<file path="config.mk">
export PLATFORM = sky130hd
export DESIGN_NAME = deadtime_gate_driver
export DESIGN_NICKNAME = d
export VERILOG_FILES = /design/src/rtl/deadtime_gate_driver.sv
export SDC_FILE = /design/constraint.sdc
export NUM_CORES = 1
export LEC_CHECK = 0
export BUFFER_PORTS_ARGS = -buffer_cell sky130_fd_sc_hd__buf_4
export CORE_MARGIN = 8
export CORE_UTILIZATION = 30
export CTS_CLUSTER_SIZE = 24
export DETAILED_ROUTE_END_ITERATION = 6
export GPL_TIMING_DRIVEN = 0
export PLACE_DENSITY_LB_ADDON = 0.1
export SETUP_SLACK_MARGIN = 0.4
export SLEW_MARGIN = 15
export SYNTH_ARGS = -nofsm -noshare
export SYNTH_HDL_FRONTEND = slang
export SYNTH_SLANG_ARGS = --single-unit
</file>
<file path="constraint.sdc">
create_clock -name clk -period 1.98 [get_ports clk]
set_input_delay 0.297 -clock clk [delete_from_list [all_inputs] [get_ports clk]]
set_output_delay 0.297 -clock clk [all_outputs]
set_load 0.02 [all_outputs]
</file>
<file path="src/rtl/deadtime_gate_driver.sv">
// Per-phase dead-time insertion and shoot-through protection between the commutation stage and the gate pins.
// Optional minimum on-time is enabled by defining DT_MIN_ON_EN.
module deadtime_gate_driver #(
    parameter int DEAD_CYCLES   = 8,
    parameter int MIN_ON_CYCLES = 4
) (
    input  logic       clk,
    input  logic       rst,
    input  logic       en,
    input  logic       fault_clr,
    input  logic [5:0] mosfet_in,
    output logic [5:0] gate_out,
    output logic       fault,
    output logic [2:0] fault_phase,
    output logic [2:0] dead_active
);

    localparam int DW = $clog2(DEAD_CYCLES + 1);

    // Misconfigured dead time would allow zero-gap handover.
    if (DEAD_CYCLES < 1 || MIN_ON_CYCLES < 1) begin : g_param_check
        $error("deadtime_gate_driver: DEAD_CYCLES and MIN_ON_CYCLES must be >= 1");
    end

    typedef enum logic [1:0] {IDLE, HI, LO, DEAD} phase_t;

    phase_t        state [3];
    logic [DW-1:0] dcnt  [3];

    logic [2:0] req_h;
    logic [2:0] req_l;
    logic [2:0] illegal;
    logic [2:0] leave_hi;
    logic [2:0] leave_lo;
    logic [2:0] min_done;
    logic       any_illegal;
    logic       block;

    assign req_h       = mosfet_in[5:3];
    assign req_l       = mosfet_in[2:0];
    assign illegal     = req_h & req_l;
    assign any_illegal = |illegal;
    assign block       = fault | any_illegal;
    assign leave_hi    = ~req_h | req_l;
    assign leave_lo    = ~req_l | req_h;

`ifdef DT_MIN_ON_EN
    localparam int MW = $clog2(MIN_ON_CYCLES + 1);

    logic [MW-1:0] mcnt [3];

    always_comb begin
        min_done = '0;
        for (int p = 0; p < 3; p++) begin
            min_done[p] = (mcnt[p] == '0);
        end
    end
`else
    assign min_done = 3'b111;
`endif

    always_ff @(posedge clk or posedge rst) begin
        if (rst) begin
            gate_out    <= '0;
            fault       <= 1'b0;
            fault_phase <= '0;
            dead_active <= 3'b111;
            for (int p = 0; p < 3; p++) begin
                state[p] <= DEAD;
                dcnt[p]  <= DW'(DEAD_CYCLES);
`ifdef DT_MIN_ON_EN
                mcnt[p]  <= '0;
`endif
            end
        end else begin
            // Phase capture only on a fresh latch or a rejected clear attempt.
            if (any_illegal) begin
                fault <= 1'b1;
                if (!fault || fault_clr) begin
                    fault_phase <= illegal;
                end
            end else if (fault_clr) begin
                fault       <= 1'b0;
                fault_phase <= '0;
            end

            for (int p = 0; p < 3; p++) begin
                case (state[p])
                    IDLE: begin
                        if (!block && en) begin
                            if (req_h[p] && !req_l[p]) begin
                                state[p]      <= HI;
                                gate_out[p+3] <= 1'b1;
`ifdef DT_MIN_ON_EN
                                mcnt[p]       <= MW'(MIN_ON_CYCLES - 1);
`endif
                            end else if (req_l[p] && !req_h[p]) begin
                                state[p]    <= LO;
                                gate_out[p] <= 1'b1;
`ifdef DT_MIN_ON_EN
                                mcnt[p]     <= MW'(MIN_ON_CYCLES - 1);
`endif
                            end
                        end
                    end
                    HI: begin
                        if (block || !en || (leave_hi[p] && min_done[p])) begin
                            state[p]       <= DEAD;
                            gate_out[p+3]  <= 1'b0;
                            dead_active[p] <= 1'b1;
                            dcnt[p]        <= DW'(DEAD_CYCLES);
                        end
`ifdef DT_MIN_ON_EN
                        else if (mcnt[p] != '0) begin
                            mcnt[p] <= mcnt[p] - MW'(1);
                        end
`endif
                    end
                    LO: begin
                        if (block || !en || (leave_lo[p] && min_done[p])) begin
                            state[p]       <= DEAD;
                            gate_out[p]    <= 1'b0;
                            dead_active[p] <= 1'b1;
                            dcnt[p]        <= DW'(DEAD_CYCLES);
                        end
`ifdef DT_MIN_ON_EN
                        else if (mcnt[p] != '0) begin
                            mcnt[p] <= mcnt[p] - MW'(1);
                        end
`endif
                    end
                    DEAD: begin
                        if (dcnt[p] <= DW'(1)) begin
                            state[p]       <= IDLE;
                            dead_active[p] <= 1'b0;
                        end else begin
                            dcnt[p] <= dcnt[p] - DW'(1);
                        end
                    end
                    default: begin
                        state[p]       <= DEAD;
                        gate_out[p+3]  <= 1'b0;
                        gate_out[p]    <= 1'b0;
                        dead_active[p] <= 1'b1;
                        dcnt[p]        <= DW'(DEAD_CYCLES);
                    end
                endcase
            end
        end
    end

endmodule

</file>
==> metrics.txt, run 1 <==
status complete, no violations; startpoint types input port; register area 790.8 um2; Max clock buf depth 2; average routed wire per standard cell between 10 and 15 um; Fin. Hold Viols 0; area occupied by multi-input gates 1420 um2; Fin Setup TNS 0 ns; Seq/Total Area, Yosys 38.47%; Synth Warn # 0; number of max-cap violations 0; worst path cell trace buf_8 > ha_4 > or3_4 > buf_6 > or3_4 > a221o_1 > mux2_4; DR DRC count 0; Post-Syn Nets 250; worst path required time 2.19 ns; Avg Inst Size Synth 9.651 um2; io pins 23; Peak Freq 525.5 MHz; final slew viol count 0; power density cells 1354 nW/um2; most used cell, CP or3_4; Fillers 644; Slowest cell on crit path or3_4; via/cell ratio 5.099; I/O Buffers 22; CTS tree done; Num CTS Buffers 5; fin crit period 1.903 ns; cell count after synthesis ~210; actual slew at the worst max-slew pin 0.7059 ns; P_leak 1.333 nW; Setup CP Type input port to flip-flop; Initial Utilization 30.60%; worst skew pair latency between 0.2 and 0.3 ns; Congestion Overflow GR 0; Total GRT Usage 10.61%; initial antenna violation count 0; clock root cell clkbuf_8; ys async rst share 100.0%; final setup fails 0; DP HPWL 3.417 mm; Clock Pin Slew Worst Setup and Hold Paths 0.07 ns; Core Footprint roughly 6700 um2; share of cells above drive strength 1 44.32%; Initial DRC Count 82; first-pass GRT wire length 8.376 mm; final core occ a little over two fifths; WP buf/inv 2; maximum net fanout on the critical path 5; CP Capture Type flip-flop; HP Class input port to asynchronous set/reset pin; Post-Syn Area 2056 um2; die area 9757 um2; Antenna Cells 0; Tcrit/Tclk final 96.10%; largest net degree at the start of global routing 32; Crit path largest cell delay 0.38 ns; First-pass DRT Iterations 4; delay-heaviest family, CP simple AND/OR/NAND/NOR gates; CP Depth 7; Area Overhead vs Synth 43.64%; EDFF count, synth 0; Final ANT Viol Nets 0; clock sinks 31; vias post-DR 1800; Die X 98.78 um; distinct cell type count after synthesis 43; cts hold-fix bufs 0; worst vdd ir 770.9 uV; Arrival @ worst endpoint 2.11 ns; top_reg_cell synth dfrtp_1; vias in the first global route 1760; Die Span Y about 99 um; FF-to-FF path depth 6; unrepaired setup endpoints after global routing true; H-tree depth 2; Yosys reg bits 31; final net count just over 300; max_slew headroom 52.87%; final wirelength 5.166 mm; row count 30; GP Congestion just under 0.8; clock skew 0.005667 ns
==> layout by cell type, fill, tap and decap left out, types with 4 or more instances in the layout <==
cell | Yosys | layout
nand3_1 | 5 | 4
o21ai_1 | 0 | 9
clkbuf_8 | 0 | 5
buf_6 | 0 | 6
dfstp_2 | 12 | 12
nand2_1 | 15 | 14
ha_1 | 27 | 17
and3_1 | 4 | 4
inv_2 | 0 | 8
o21ai_0 | 24 | 10
a221o_1 | 4 | 4
dfrtp_1 | 19 | 19
mux2i_1 | 4 | 4
a22o_1 | 4 | 4
inv_1 | 26 | 17
buf_4 | 0 | 43
nor2_1 | 6 | 6
buf_8 | 0 | 4
o21ai_2 | 0 | 5
ha_4 | 0 | 8
==> cells in the mapped netlist (2+ instances only) <==
master    number  area [um2]
nand3_1        5       25.02
o21a_1         2       15.01
mux2i_1        4       40.04
nand2_1       15       56.30
nand2b_1       3       18.77
nor4_1         2       12.51
a31o_2         2       17.52
a31oi_1        4       25.02
o21ai_0       24       120.1
nor2_1         6       22.52
or3_1          3       18.77
dfstp_2       12       315.3
o22ai_1        3       18.77
o21bai_1       3       22.52
and3_1         4       25.02
a21oi_1        4       20.02
nor2b_1        3       18.77
o211ai_1       2       15.01
nor3_1         3       15.01
or4_1          2       15.01
a221o_1        4       40.04
mux2_1         2       22.52
o31a_1         2       17.52
a21boi_0       2       15.01
dfrtp_1       19       475.5
inv_1         26       97.59
o41ai_1        2       17.52
mux2_2         2       22.52
a32o_1         3       30.03
nor4b_1        2       17.52
nand4b_1       2       17.52
a22o_1         4       35.03
ha_1          27       337.8
==> cells by family after synthesis <==
group / Yosys count / synth area share, %
flops: 31 / 38.47
mux: 8 / 4.139
simple gates: 52 / 13.45
fa+ha+maj: 27 / 16.43
buf+inv: 29 / 5.355
compound gates: 66 / 22.15
==> worst reg2reg max path, delay by kind of cell (launching register included) <==
family,cells,cell delay (ns)
flip-flops,1,0.56
adder cells (fa/ha/maj),1,0.15
AND/OR/NAND/NOR,1,0.40
buffers and inverters,1,0.05
AO/OA/AOI/OAI,3,0.67
==> timing repair <==
action	4_1_cts	5_1_grt
gates cloned	0	0
setup endpoints to repair	23	22
pin swaps	15	13
gates resized for setup	48	19
buffers inserted	24	6
==> sequential cells by signal, summed over array words and instances (netlist names) <==
| signal | cells |
|---|---|
| dcnt | 12 |
| dead_active | 3 |
| fault | 1 |
| fault_phase | 3 |
| gate_out | 6 |
| state | 6 |
==> where the power goes <==
part / switching [mW] / leakage [nW] / internal [mW]
logic: 1.18 / 0.916 / 1.21
registers: 0.205 / 0.375 / 0.920
clock network: 0.243 / 0.0422 / 0.247
==> worst paths after layout <==
| path | from | to | slack [ns] |
|---|---|---|---|
| max | mosfet_in[1] | state[5] | 0.08 |
| min | rst | dcnt[0] | 0.14 |
| max reg2reg | state[2] | dcnt[7] | 0.08 |
| min reg2reg | dead_active[0] | dead_active[0] | 0.47 |
| max in group asynchronous | rst | fault_phase[2] | 1.39 |
| min in group clk | fault_clr | fault | 0.41 |
==> routing by layer <==
metal	global-route usage (%)	share of wire, %
met4	3.778	0.95
met1	12.56	47
met5	0	0
met3	2.467	2.7
met2	18.19	49
==> through the flow <==
step	cells	area, um2	power, mW	hold slack [ns]	worst slack (ns)
finish	353	2953	3.999	0.1383	0.07719
global route	353	2953	4.319	0.2156	0.03447
CTS	347	2839	3.857	0.1642	0.08747
detailed placement	315	2402	2.852	0.4715	-0.2587
global placement	315	2402	2.834	0.4801	-0.2606
floorplan	213	2137	2.414	0.3916	-0.04595
==> area by class of cell <==
type                       count  area share [%]
tap                           80           3.390
clock buffer                   7           2.585
buffer                         3          0.7203
clock inverter                 1          0.1695
timing repair buffer          52           14.87
inverter                      26           3.390
sequential                    31           26.78
multi-input combinational    153           48.09
Note: power is estimated with default switching activity, not from simulation.
==> inputs of run 2 (changes only) <==
--- a/config.mk
+++ b/config.mk
@@ -5,10 +5,11 @@
 export SDC_FILE = /design/constraint.sdc
 export NUM_CORES = 1
 export LEC_CHECK = 0
+export ABC_AREA = 1
 export BUFFER_PORTS_ARGS = -buffer_cell sky130_fd_sc_hd__buf_4
 export CORE_MARGIN = 8
 export CORE_UTILIZATION = 30
-export CTS_CLUSTER_SIZE = 24
+export CTS_CLUSTER_SIZE = 28
 export DETAILED_ROUTE_END_ITERATION = 6
 export GPL_TIMING_DRIVEN = 0
 export PLACE_DENSITY_LB_ADDON = 0.1
==> run 2 against run 1 <==
Worst setup slack gained 0.36 ns. Flip-flop and latch count is the same. Register-to-register slack gained 0.36 ns. Wire length is 6.8% higher. Clock-buffer cell count decreased by 1. Clock power increased by 37%. Synthesized area rose by 12%. Sequential share of layout area decreased by 1.1 points. Cell count grew 30%.
==> metrics.txt, run 2 <==
final setup fails 0 (unchanged); Antenna Cells 0 (unchanged); Fin. Hold Viols 0 (unchanged); EDFF count, synth 0 (unchanged); area leader, netlist dfrtp_1; Final ANT Viol Nets 0 (unchanged); clock skew 0.008573 ns (+0.002906 ns); DP HPWL 3.821 mm (+12%); Congestion Overflow GR 0 (unchanged); Arrival @ worst endpoint 1.72 ns (-0.39 ns); Num CTS Buffers 5 (unchanged); Setup CP Type flip-flop to flip-flop; worst path required time 2.15 ns (-0.04 ns); fin crit period 1.542 ns (-0.3612 ns); Synth Warn # 0 (unchanged); row count 32 (+6.7%); average routed wire per standard cell 12.02 um (-18%); worst vdd ir 522.0 uV (-32%); Fin Setup TNS 0 ns (unchanged); cts hold-fix bufs 0 (unchanged); Max clock buf depth 2 (unchanged); overall power 4.669 mW (+17%); final slew viol count 0 (unchanged); distinct cell type count after synthesis 24 (-44%); CP Capture Type flip-flop; Area Overhead vs Synth 33.64%; largest net degree at the start of global routing 32 (unchanged); number of max-cap violations 0 (unchanged); I/O Buffers 22 (unchanged); top_reg_cell synth dfrtp_1; count leader, synth nand2_1; first-pass GRT wire length 9.287 mm (+11%); Die X 103.6 um (+4.9%); max_slew headroom 50.69% (-2.2 points); actual slew at the worst max-slew pin 0.7385 ns (+0.03259 ns); Post-Syn Nets 349 (+40%); GP Congestion 0.7895 (+1.0%); startpoint types flip-flop; power density cells 1518 nW/um2 (+12%); top post-synthesis cells by area dfrtp_1, nand2_1, ha_1; vias post-DR 2012 (+12%); P_leak 1.567 nW (+18%); Total GRT Usage 10.34% (-0.26 points); Peak Freq 648.7 MHz (+23%); cell count after synthesis 312 (+46%); Post-synth top cells nand2_1, inv_1, nand3_1, ha_1, dfrtp_1; ys async rst share 100.0% (unchanged); H-tree depth 2 (unchanged); HP Class input port to asynchronous set/reset pin; DR DRC count 0 (unchanged); Initial Utilization 30.42% (-0.17 points); clock sinks 31 (unchanged); status complete, no violations; io pins 23 (unchanged); First-pass DRT Iterations 4 (unchanged); Avg Inst Size Synth 7.379 um2 (-24%); maximum net fanout on the critical path 5 (unchanged); max reg flops 12 (unchanged); Initial DRC Count 35 (-57%); vias in the first global route 1969 (+12%); Core Footprint 7567 um2 (+13%); Post-Syn Area 2302 um2 (+12%); commonest non-fill, non-tap cell in the layout nand2_1; initial antenna violation count 0 (unchanged); worst skew pair latency 0.28 ns (about the same); unrepaired setup endpoints after global routing true; Clock Pin Slew Worst Setup and Hold Paths 0.07 ns (about the same); Largest regs dcnt (12), gate_out (6), state (6); Yosys reg bits 31 (unchanged); CTS tree done; via/cell ratio 4.383 (-14%); Tcrit/Tclk final 77.86% (-18 points); die area 10730 um2 (+10%); most frequent cells in the layout nand2_1, inv_1, buf_4; share of cells above drive strength 1 33.61% (-11 points); final net count 393 (+27%); Top reg by flops dcnt; Die Span Y 103.6 um (+4.9%); Seq/Total Area, Yosys 34.35% (-4.1 points); post-synth top area share 20.65% (-2.5 points); final wirelength 5.519 mm (+6.8%); clock root cell clkbuf_8
## run 2: cell types whose count changed in the layout (fill, tap and decap cells not counted), sizes merged, moves of 4 or more
cell / delta
nand4: +11
mux2: -4
a221o: -4
a21oi: +6
and3: -4
a22o: -4
inv: +32
nor2: +8
a31oi: -4
nand2: +87
buf: -19
nand3: +24
mux2i: -4
## run 2: what timing repair did
action | 4_1_cts | 5_1_grt
cloned | 2 | 1
endpoints found under the setup margin | 23 | 27
resized for setup | 3 | 66
setup buffers | 3 | 9
pin swaps | 4 | 11
## run 2: through the flow
stage               hold WS, ns  worst slack [ns]  utilization (%)  area (um2)  instances
floorplan                0.3916            0.4866                -        2302        312
global placement         0.4581            0.3282            34.29        2595        436
detailed placement       0.4583            0.2975            34.29        2595        436
CTS                      0.1717            0.3894            36.61        2770        449
global route             0.2002            0.3623            40.66        3077        459
finish                   0.1470            0.4384            40.66        3077        459
## run 2: area by class of cell
class | instances | area [um2]
Fill cell | 779 | 4491
Multi-Input combinational cell | 224 | 1489
Sequential cell | 31 | 790.8
Timing Repair Buffer | 35 | 305.3
Inverter | 58 | 235.2
Tap cell | 102 | 127.6
Clock buffer | 6 | 82.58
Clock inverter | 2 | 35.03
Buffer | 1 | 11.26
## run 2: final timing paths
kind	startpoint	endpoint	slack (ns)	cells past startpoint
worst max-delay path	state[0]	dcnt[0]	0.44	8
worst min-delay path	rst	dcnt[2]	0.15	2
worst max register to register	state[0]	dcnt[0]	0.44	8
worst min register to register	dcnt[5]	dcnt[5]	0.47	2
max in group asynchronous	rst	gate_out[0]	1.36	2
min in group clk	fault_clr	fault	0.34	3
## run 2: layer usage
layer  wire (um)  up-vias  GRT usage, %
met5           0        -             0
met2        2621       17         16.59
met4          29        0         2.518
met1        2701      909         13.53
met3         167        2         2.540
li1            -     1084             -
## run 2: power breakdown
| part | internal [mW] | switching [mW] |
|---|---|---|
| registers | 1.00 | 0.264 |
| clock network | 0.408 | 0.266 |
| logic | 1.15 | 1.58 |
| total | 2.56 | 2.11 |
## run 2: cells by family (layout without fill, tap and decap cells)
logic type | count (synthesis) | in the layout | share of synthesized area, %
buffers and inverters | 59 | 102 | 9.783
flip-flops | 31 | 31 | 34.35
XOR/XNOR | 1 | 1 | 0.3805
adder cells (fa/ha/maj) | 27 | 27 | 14.67
AND/OR/NAND/NOR | 162 | 162 | 32.07
AO/OA/AOI/OAI | 32 | 34 | 8.750
## run 2: worst max-delay path, cell delays in order (launching register included)
cell	delay, ns
dfstp_2	0.61
inv_4	0.06
ha_4	0.16
nand2_1	0.07
inv_2	0.06
o21ai_4	0.22
nand2_2	0.12
nand2_1	0.09
nand2_1	0.05
==> inputs of run 3 (changes only) <==
--- a/config.mk
+++ b/config.mk
@@ -5,7 +5,7 @@
 export SDC_FILE = /design/constraint.sdc
 export NUM_CORES = 1
 export LEC_CHECK = 0
-export ABC_AREA = 1
+export ABC_AREA = 0
 export BUFFER_PORTS_ARGS = -buffer_cell sky130_fd_sc_hd__buf_4
 export CORE_MARGIN = 8
 export CORE_UTILIZATION = 30
==> constraint.sdc (replaced) <==
create_clock -name clk -period 1.25 [get_ports clk]
set_input_delay 0.1875 -clock clk [delete_from_list [all_inputs] [get_ports clk]]
set_output_delay 0.1875 -clock clk [all_outputs]
set_load 0.02 [all_outputs]
==> run 3 against run 2 <==
The run now ends with negative setup slack left. Non-clock buffer count grew 38. Core utilization is 9.5 points higher. Cell area rose by 9.5%. Wire length is 5.3% lower. Clock skew shrank 0.0042 ns. Sequential share of layout area fell by 2.1 points. Power up 49%. Register-to-register slack worse by 1.1 ns. Largest cell class unchanged. Largest power group unchanged. Highest routed layer unchanged.
==> metrics.txt, run 3 (synthesized netlist as in run 1, its figures left out) <==
initial antenna violation count 0 (unchanged); P_leak 1.502 nW (-4.2%); fin crit period 1.893 ns (+0.3515 ns); via/cell ratio 4.938 (+13%); Crit path largest cell delay 0.56 ns (-0.05 ns); worst skew pair latency 0.28 ns (about the same); I/O Buffers 22 (unchanged); CP Capture Type flip-flop; H-tree depth 2 (unchanged); Total GRT Usage 11.20% (+0.85 points); Area Overhead vs Synth 63.85%; clock root cell clkbuf_8; final setup fails 27 (+27); first-pass GRT wire length 8.873 mm (-4.5%); status finished with violations; Fillers 598 (-23%); Clock Pin Slew Worst Setup and Hold Paths 0.07 ns (about the same); Top reg by flops dcnt; final slew viol count 0 (unchanged); Num CTS Buffers 5 (unchanged); share of cells above drive strength 1 54.79% (+21 points); clock sinks 31 (unchanged); number of max-cap violations 0 (unchanged); actual slew at the worst max-slew pin 0.6979 ns (-0.04066 ns); worst vdd ir 1237 uV (+140%); Setup WS post-layout -0.6431 ns (-1.081 ns); HP Class input port to asynchronous set/reset pin; failing checks negative setup slack; Congestion Overflow GR 0 (unchanged); worst path required time 1.46 ns (-0.69 ns); die area 9757 um2 (-9.1%); Core Footprint 6719 um2 (-11%); largest net degree at the start of global routing 32 (unchanged); Die X 98.78 um (-4.7%); max_slew headroom 53.41% (+2.7 points); Die Span Y 98.78 um (-4.7%); dpl ws -0.8766 ns (-1.174 ns); Arrival @ worst endpoint 2.11 ns (+0.39 ns); Final ANT Viol Nets 0 (unchanged); Antenna Cells 0 (unchanged); final wirelength 5.229 mm (-5.3%); Initial Utilization 30.60% (+0.17 points); startpoint types flip-flop; Slowest cell on crit path dfstp_2; vias post-DR 1837 (-8.7%); GP Congestion 0.7384 (-6.5%); average routed wire per standard cell 14.06 um (+17%); row count 30 (-6.3%); clock skew 0.004324 ns (-0.004249 ns); Max clock buf depth 2 (unchanged); vias in the first global route 1857 (-5.7%); delay-heaviest family, CP compound AO/OA/AOI/OAI gates; most frequent cells in the layout buf_4, buf_6, inv_1, dfrtp_1, ha_1; io pins 23 (unchanged); commonest non-fill, non-tap cell in the layout buf_4; First-pass DRT Iterations 4 (unchanged); DR DRC count 0 (unchanged); Tcrit/Tclk final 151.4% (+74 points); unrepaired setup endpoints after global routing true; Fin. Hold Viols 0 (unchanged); final net count 328 (-17%); Setup CP Type flip-flop to flip-flop; DP HPWL 3.358 mm (-12%); power density cells 2067 nW/um2 (+36%); WP buf/inv 1 (-1); Largest regs dcnt (12), gate_out (6), state (6); worst path cell trace inv_4 > ha_4 > a22o_4 > a31o_4 > or4_1 > a22o_1; max reg flops 12 (unchanged); Fin Setup TNS -12.16 ns (-12.16 ns); CTS tree done; Peak Freq 528.2 MHz (-19%); maximum net fanout on the critical path 3 (-2); Initial DRC Count 38 (+8.6%)
[run 3: power breakdown]
group	internal, mW	switching (mW)	total [mW]
clock	0.503	0.385	0.888
combinational	2.26	1.99	4.25
sequential	1.46	0.360	1.82
[run 3: timing repair]
| item | 4_1_cts | 5_1_grt |
|---|---|---|
| setup buffers | 44 | 5 |
| setup endpoints to repair | 44 | 44 |
| gates resized for setup | 64 | 37 |
| hold buffers | 0 | 0 |
| endpoints found under the hold margin | 0 | 0 |
| pin swaps | 21 | 14 |
[run 3: final timing paths]
| check | startpoint | to | slack [ns] | cells past startpoint |
|---|---|---|---|---|
| min | rst | dcnt[2] | 0.02 | 2 |
| max in group asynchronous | rst | fault | 0.73 | 2 |
| max | state[2] | dcnt[7] | -0.64 | 6 |
| max reg2reg | state[2] | dcnt[7] | -0.64 | 6 |
| min reg2reg | dead_active[0] | dead_active[0] | 0.47 | 2 |
| min in group clk | fault_clr | fault | 0.28 | 4 |
[run 3: cell type report]
type                       instances  area, um2  share of cell area, %
clock buffer                       8      100.1                  2.972
multi-input combinational        153       1550                  46.03
inverter                          26      105.1                  3.120
buffer                             3      37.54                  1.114
timing repair buffer              71      680.7                  20.21
sequential                        31      794.5                  23.59
tap                               80      100.1                  2.972
[run 3: metrics by stage]
stage / hold WS [ns] / utilization, % / power [mW] / area (um2) / cells
after floorplan: 0.2820 / - / 4.019 / 2200 / 213
after global placement: 0.4734 / 36.69 / 4.703 / 2465 / 315
after detailed placement: 0.3585 / 36.69 / 4.705 / 2465 / 315
after CTS: 0.04626 / 46.93 / 6.517 / 3153 / 367
after global routing: 0.08422 / 50.13 / 7.567 / 3368 / 372
final: 0.02133 / 50.13 / 6.963 / 3368 / 372
[run 3: worst reg2reg max path, delay by kind of cell, from the launching register on]
family / cells / cell delay, ns
buf+inv: 1 / 0.05
fa+ha+maj: 1 / 0.15
simple gates: 1 / 0.40
flops: 1 / 0.56
compound gates: 3 / 0.66
[run 3: layer usage]
metal	part of all wire, %	up-vias	GRT usage (%)
met5	0	-	0
met4	0.61	0	2.952
met3	3.3	4	3.665
met2	49	17	18.14
met1	47	878	13.87
li1	-	938	-
